--- src/rtl/poly_mult_dummy_sched.sv ---
// Purpose: drives the poly_mult core with the real job hidden among N random dummy jobs; returns only the real result.
// Latency: per job 4 draw + 1 launch + ARM/RUN (>=2) + 1 next cycles; done_o one cycle after the last job's NEXT.
// Backpressure: none upstream; start_i outside IDLE is dropped, core completion is tracked via core_busy_i.
module poly_mult_dummy_sched #(
  parameter int          DATA_W = 128,
  parameter int          KEY_W  = 128,
  parameter int          DCNT_W = 3,
  parameter logic [31:0] SEED   = 32'hACE1_2468
) (
  input  logic              clk,
  input  logic              rst,
  input  logic              start_i,
  input  logic              dummy_en_i,
  input  logic [KEY_W-1:0]  key_i,
  input  logic [DATA_W-1:0] data_i,
  input  logic              seed_we_i,
  input  logic [31:0]       seed_i,
  output logic [DATA_W-1:0] data_o,
  output logic              busy_o,
  output logic              done_o,
  output logic              core_load_o,
  output logic [KEY_W-1:0]  core_key_o,
  output logic [DATA_W-1:0] core_data_o,
  input  logic              core_busy_i,
  input  logic [DATA_W-1:0] core_res_i
);

  // Galois feedback mask for x^32 + x^22 + x^2 + x + 1 (right-shifting form)
  localparam logic [31:0] POLY = 32'h8020_0003;
  localparam int          HALF = DATA_W / 2;

  typedef enum logic [2:0] {
    S_IDLE, S_DRAW, S_LAUNCH, S_ARM, S_RUN, S_NEXT, S_FINISH
  } state_t;

  state_t              state_q, state_d;
  logic [31:0]         lfsr_q, lfsr_d;
  logic [KEY_W-1:0]    key_q, key_d;
  logic [DATA_W-1:0]   dat_q, dat_d;
  logic [DATA_W-1:0]   dmy_q, dmy_d;
  logic [DATA_W-1:0]   res_q, res_d;
  logic [DCNT_W-1:0]   n_q, n_d;
  logic [DCNT_W-1:0]   p_q, p_d;
  logic [DCNT_W-1:0]   slot_q, slot_d;
  logic [1:0]          draw_cnt_q, draw_cnt_d;
  logic                arm_cnt_q, arm_cnt_d;

  logic [31:0]         lfsr_step;
  logic [DCNT_W-1:0]   n_sel;
  logic [DCNT_W-1:0]   p_sel;
  logic [7:0]          mod_div;
  logic                is_real;
  logic                ops_active;
  logic [KEY_W-1:0]    dummy_key;

  // Random draws for a new start: dummy count and real-job slot
  always_comb begin
    lfsr_step = {1'b0, lfsr_q[31:1]} ^ (lfsr_q[0] ? POLY : 32'h0);
    n_sel     = dummy_en_i ? lfsr_q[DCNT_W-1:0] : '0;
    mod_div   = 8'(n_sel) + 8'd1;
    p_sel     = DCNT_W'(lfsr_q[15:8] % mod_div);
  end

  // Core-facing operand mux; dummy key is the dummy operand with halves swapped
  always_comb begin
    is_real     = (slot_q == p_q);
    ops_active  = (state_q == S_LAUNCH) || (state_q == S_ARM) ||
                  (state_q == S_RUN)    || (state_q == S_NEXT);
    dummy_key   = KEY_W'({dmy_q[HALF-1:0], dmy_q[DATA_W-1:HALF]});
    core_key_o  = '0;
    core_data_o = '0;
    if (ops_active) begin
      core_key_o  = is_real ? key_q : dummy_key;
      core_data_o = is_real ? dat_q : dmy_q;
    end
    core_load_o = (state_q == S_LAUNCH);
    done_o      = (state_q == S_FINISH);
    busy_o      = (state_q != S_IDLE);
    data_o      = res_q;
  end

  // Next-state logic for the job sequencer; the LFSR free-runs in every state
  always_comb begin
    state_d    = state_q;
    lfsr_d     = lfsr_step;
    key_d      = key_q;
    dat_d      = dat_q;
    dmy_d      = dmy_q;
    res_d      = res_q;
    n_d        = n_q;
    p_d        = p_q;
    slot_d     = slot_q;
    draw_cnt_d = draw_cnt_q;
    arm_cnt_d  = arm_cnt_q;
    case (state_q)
      S_IDLE: begin
        if (seed_we_i) begin
          lfsr_d = (seed_i == 32'h0) ? SEED : seed_i;
        end
        if (start_i) begin
          key_d      = key_i;
          dat_d      = data_i;
          n_d        = n_sel;
          p_d        = p_sel;
          slot_d     = '0;
          draw_cnt_d = 2'd0;
          state_d    = S_DRAW;
        end
      end
      S_DRAW: begin
        dmy_d      = {dmy_q[DATA_W-33:0], lfsr_q};
        draw_cnt_d = draw_cnt_q + 2'd1;
        if (draw_cnt_q == 2'd3) begin
          state_d = S_LAUNCH;
        end
      end
      S_LAUNCH: begin
        arm_cnt_d = 1'b0;
        state_d   = S_ARM;
      end
      S_ARM: begin
        // A core that never raises busy is treated as having finished already
        if (core_busy_i) begin
          state_d = S_RUN;
        end else if (arm_cnt_q) begin
          state_d = S_NEXT;
        end else begin
          arm_cnt_d = 1'b1;
        end
      end
      S_RUN: begin
        if (!core_busy_i) begin
          state_d = S_NEXT;
        end
      end
      S_NEXT: begin
        if (is_real) begin
          res_d = core_res_i;
        end
        if (slot_q == n_q) begin
          state_d = S_FINISH;
        end else begin
          slot_d     = slot_q + 1'b1;
          draw_cnt_d = 2'd0;
          state_d    = S_DRAW;
        end
      end
      S_FINISH: begin
        state_d = S_IDLE;
      end
      default: begin
        state_d = S_IDLE;
      end
    endcase
  end

  // State registers; reset aborts any job in flight and clears the result
  always_ff @(posedge clk or posedge rst) begin
    if (rst) begin
      state_q    <= S_IDLE;
      lfsr_q     <= SEED;
      key_q      <= '0;
      dat_q      <= '0;
      dmy_q      <= '0;
      res_q      <= '0;
      n_q        <= '0;
      p_q        <= '0;
      slot_q     <= '0;
      draw_cnt_q <= 2'd0;
      arm_cnt_q  <= 1'b0;
    end else begin
      state_q    <= state_d;
      lfsr_q     <= lfsr_d;
      key_q      <= key_d;
      dat_q      <= dat_d;
      dmy_q      <= dmy_d;
      res_q      <= res_d;
      n_q        <= n_d;
      p_q        <= p_d;
      slot_q     <= slot_d;
      draw_cnt_q <= draw_cnt_d;
      arm_cnt_q  <= arm_cnt_d;
    end
  end

endmodule
--- config.mk ---
export PLATFORM = sky130hd
export DESIGN_NAME = poly_mult_dummy_sched
export DESIGN_NICKNAME = d
export VERILOG_FILES = /design/src/rtl/poly_mult_dummy_sched.sv
export SDC_FILE = /design/constraint.sdc
export NUM_CORES = 2
export LEC_CHECK = 0
export CAP_MARGIN = 10
export CORE_AREA = 2 2 319 321
export DETAILED_ROUTE_END_ITERATION = 6
export DIE_AREA = 0 0 321 323
export PLACE_DENSITY = 0.5
export REMOVE_ABC_BUFFERS = 1
export SLEW_MARGIN = 0
export SYNTH_ARGS = -nofsm -noshare
export SYNTH_HDL_FRONTEND = slang
export SYNTH_SLANG_ARGS = --single-unit
--- constraint.sdc ---
create_clock -name clk -period 19.99 [get_ports clk]
set_input_delay 1.999 -clock clk [delete_from_list [all_inputs] [get_ports clk]]
set_output_delay 1.999 -clock clk [all_outputs]
set_load 0.03 [all_outputs]
# Yosys cells after proc, flatten, opt, wreduce, memory -nomap -nowiden
# Cells that the tools add are included.
# op_classes
addsub	3
div	1
n_eq_ne	15
n_mux	24
n_bitwise	1
reduce_logical	15
# op_table
operator	count
128-bit two-way mux	4
32-bit two-way mux	4
32-bit logical NOT	1
31-bit by 32-bit bitwise XOR with 32-bit output	1
3-bit two-way mux	9
3-bit one-hot mux with 6 select lines	1
2-bit != test (second input constant)	5
3-bit == test (second input constant)	3
8-bit by 8-bit modulo with 8-bit output	1
3-bit by 2-bit == test with 1-bit output (second input constant)	2
3-bit == test	2
2-bit one-hot mux with 3 select lines	1
3-bit one-hot mux with 2 select lines	1
2-bit AND reduction	3
3-bit AND reduction	2
3-bit nonzero test	2
3-bit by 1-bit adder with 4-bit output (second input constant)	1
2-bit two-way mux	2
4-bit AND reduction	1
2-bit nonzero test	2
3-bit by 1-bit adder with 3-bit output (second input constant)	1
3-bit by 1-bit == test with 1-bit output (second input constant)	1
3-bit logical NOT	1
1-bit logical OR	3
5 further kinds	5
# word_totals
reg_bits	559
in_bits	422
out_inout_bits	387

# Longest topological paths before layout
# depth
word_depth	5
mapped_depth	57

# Worst setup path before layout
# No wires, ideal clock.
# synth_timing
kind	input port to flip-flop
from	input dummy_en_i
to	register p_q[0]
arrival_ps	12636
path_slack_ps	7262
stages	54
path_buffers	1
path_cell_list	nand2_1 > inv_1 > ha_1 > inv_1 > a31oi_1 > o22ai_1 > nor2_1 > ha_1 > o21ai_0 > o31a_1 > or3_4 > ha_1 > nor4b_2 > a41o_1 > o21ai_1 > a21o_1 > ha_1 > or3_1 > [18 not listed] > ha_1 > o21a_1 > o21a_1 > o21a_1 > nor2_1 > o311a_1 > o311a_1 > o211ai_1 > mux2_2 > inv_1 > fa_1 > a21o_1 > a21o_1 > a21oi_1 > nand2_1 > a311o_1 > and3_1 > o31ai_2
# synth_between
elab_chain_cells	3
# synth_lines
item	line	rtl
start: declaration	13	input logic dummy_en_i,
3-bit two-way mux	59	n_sel = dummy_en_i ? lfsr_q[DCNT_W-1:0] : '0;
named net n_sel[0]	49	logic [DCNT_W-1:0] n_sel;
3-bit by 1-bit adder with 4-bit output	60	mod_div = 8'(n_sel) + 8'd1;
8-bit by 8-bit modulo with 8-bit output	61	p_sel = DCNT_W'(lfsr_q[15:8] % mod_div);
end signal: assignment	179	p_q <= p_d;
end: declaration	43	logic [DCNT_W-1:0] p_q, p_d;
# The timed path passes the listed nets, and every way through them passes these cells.
# A chain may end at the register's enable or synchronous reset.

# Worst setup path after layout
# Ends and elaborated chain as after synthesis.

==> results_dict.tcl <==
set metrics [dict create \
    status "finished clean" \
    crit_path_max_fanout 13 \
    finalClockSkew_ns 0.0267 \
    synth-seq-cells 559 \
    final_cell_mix "nand2_1 (1183), clkdlybuf4s50_1 (808), dfrtp_1 (546)" \
    fp-row-count 117 \
    r2r-end "p_q[0]" \
    grt_max_degree 146 \
    yosysWarnings 0 \
    clkLatencyLatePin_ns 0.64 \
    n_fill_cell 10300 \
    dpl.hpwl_mm 73.7 \
    layout-drive-gt1-share 0.126 \
    crit_slowest_cell "clkdlybuf4s50_1" \
    hold_violations 0 \
    cts_tree "built" \
    drc 0 \
    routedWlPerCell_um 21.2 \
    ys_seq_area_frac 0.547 \
    worstPathRequired_ns 20.53 \
    tightest_slew_ns 1.07 \
    vias 22000 \
    multi_input_area_um2 10900 \
    cp-start-kind "primary input" \
    final_max_slew_viol_count 0 \
    hold_buffers 0 \
    yosysTopAreaCell "dfrtp_1" \
    grt_pass1_wl_mm 149 \
    synth_top_area_frac 0.534 \
    layout_commonest_cell "nand2_1" \
    clockBufferDepth 3 \
    die_w_um 321 \
    slowest_delay_ns 0.61 \
    fin_tns_setup_ns 0 \
    crit_family "compound AO/OA/AOI/OAI gates" \
    area_growth_pct 45.7 \
    rsz0062_at_grt "no" \
    first_pass_iters 5 \
    cts-root-buf "clkbuf_16" \
    synthDistinctLibCells 68 \
    avgSynthCellArea_um2 9.36 \
    cp.depth 54 \
    layout.area.seq_um2 14000 \
    cts.clk_slew.worst_paths_ns 0.06 \
    finalCriticalPeriod_ns 14.84 \
    fin_crit_sh 0.742 \
    io_buffer_count 808 \
    grt_usage 0.192 \
    initial_utilization 0.254 \
    synthArstFlopShare 1.00 \
    endpoint "p_q[0]" \
    nNetsFinal 3922 \
    rr_startpoint "lfsr_q[0]" \
    synth_edf_count 0 \
    ff2ff_setup_slack_ns 6.50 \
    arrival_ns 15.37 \
    cts_sinks 559 \
    die-height_um 323 \
    postRouteAntennaNets 0 \
    synth_area_leaders "dfrtp_1 (53%), nand2_1 (17%), mux2_2 (12%), a21oi_1 (5.3%), clkbuf_1 (2.4%)" \
    fmax_ghz 0.0674 \
    postCtsSetupRepairBufs 0 \
    via_per_inst 4.53 \
    layout.cells.non_filler 4852 \
    drv_cap 0 \
    ios 809 \
    crit_type "in2reg" \
    routed_wl_mm 103 \
    synth_ff_type "dfrtp_1" \
    cts_resized 0 \
    critPathMostFrequentCell "ha_1" \
    worstHoldPathCells 2 \
    endpoint_kind "flip-flop" \
    r2r_cells 53 \
    h-tree-depth 3 \
    antenna_found_initial 26 \
    critPathBufInv 4 \
    netlist_area_um2 25600 \
    slew_headroom 0.289 \
    syn-instance-count 2736 \
    drt_first_iter_violations 1267 \
    cts_buffers 71 \
    grt_overflow 0 \
    dieArea_um2 104000 \
    grt_pass1_vias 22100 \
    coreArea_um2 101000 \
    setup_viol 0 \
    dpl.cell_count 4705 \
    hold_path_class "reg2reg" \
    cp-startpoint "dummy_en_i" \
    globalplace.congestion 0.836 \
]
[logic make-up (layout without fill, tap and decap cells)]
family,Yosys count,count (layout),share of synthesized area
simple gates,1288,1288,0.196
xor+xnor,17,17,0.00582
mux,281,281,0.124
flops,559,559,0.547
other cells,0,19,0
compound gates,372,372,0.0837
fa+ha+maj,31,31,0.0154
buf+inv,188,976,0.0280
[metrics by stage]
step / hold slack [ns] / util / setup slack, ns / cell area, um^2
3_5_place_dp: 0.461 / 0.347 / 4.50 / 35000
6_report: 0.471 / 0.370 / 5.15 / 37300
3_3_place_gp: 0.457 / 0.347 / 4.50 / 35000
4_1_cts: 0.476 / 0.370 / 5.15 / 37300
2_1_floorplan: 0.446 / - / 2.38 / 24900
5_1_grt: 0.484 / 0.370 / 4.01 / 37300
[state kept, by name (all words and copies together), names as in the netlist]
register	flops
data_o	128
dat_q	128
lfsr_q	32
state_q	3
dmy_q	128
n_q	3
arm_cnt_q	1
key_q	128
p_q	3
draw_cnt_q	2
slot_q	3
[worst min path at each step]
stage	slack [ns]	endpoint	from
finish	0.47	dat_q[42]	dat_q[42]
detailed placement	0.46	key_q[25]	key_q[25]
global placement	0.46	dat_q[83]	dat_q[83]
CTS	0.48	dat_q[58]	dat_q[58]
floorplan	0.45	dat_q[0]	dat_q[0]
global route	0.48	key_q[11]	key_q[11]
[cell usage after synthesis, types with 14 or more instances]
| cell type | n |
|---|---|
| nand2_1 | 1184 |
| mux2_2 | 275 |
| inv_1 | 15 |
| clkbuf_1 | 164 |
| o21ai_0 | 20 |
| o22a_1 | 14 |
| ha_1 | 30 |
| a21oi_1 | 271 |
| nor2_1 | 31 |
| dfrtp_1 | 546 |
[layer usage]
layer / wire length (um) / global-route usage
met1: 42600 / 0.236
met2: 50200 / 0.320
met5: 110 / 0
met3: 6510 / 0.0539
met4: 3200 / 0.0680
[worst register-to-register path, delay by kind of cell (launching register included)]
| family | cells | cell delay (ns) |
|---|---|---|
| compound gates | 28 | 6.46 |
| fa+ha+maj | 8 | 2.71 |
| simple gates | 13 | 2.48 |
| buf+inv | 3 | 0.87 |
| flops | 1 | 0.60 |
| mux | 1 | 0.29 |
[layout make-up]
cell class | instances | share of cell area
multi-input combinational | 1989 | 0.293
inverter | 15 | 0.00171
clock inverter | 22 | 0.00691
sequential | 559 | 0.375
antenna | 19 | 0.00127
tap | 1309 | 0.0439
timing repair buffer | 833 | 0.223
clock buffer | 106 | 0.0549
Power is left out: the tool's default activity adds up to more than one toggle a clock period on the data nets, which glitch-free logic cannot reach.
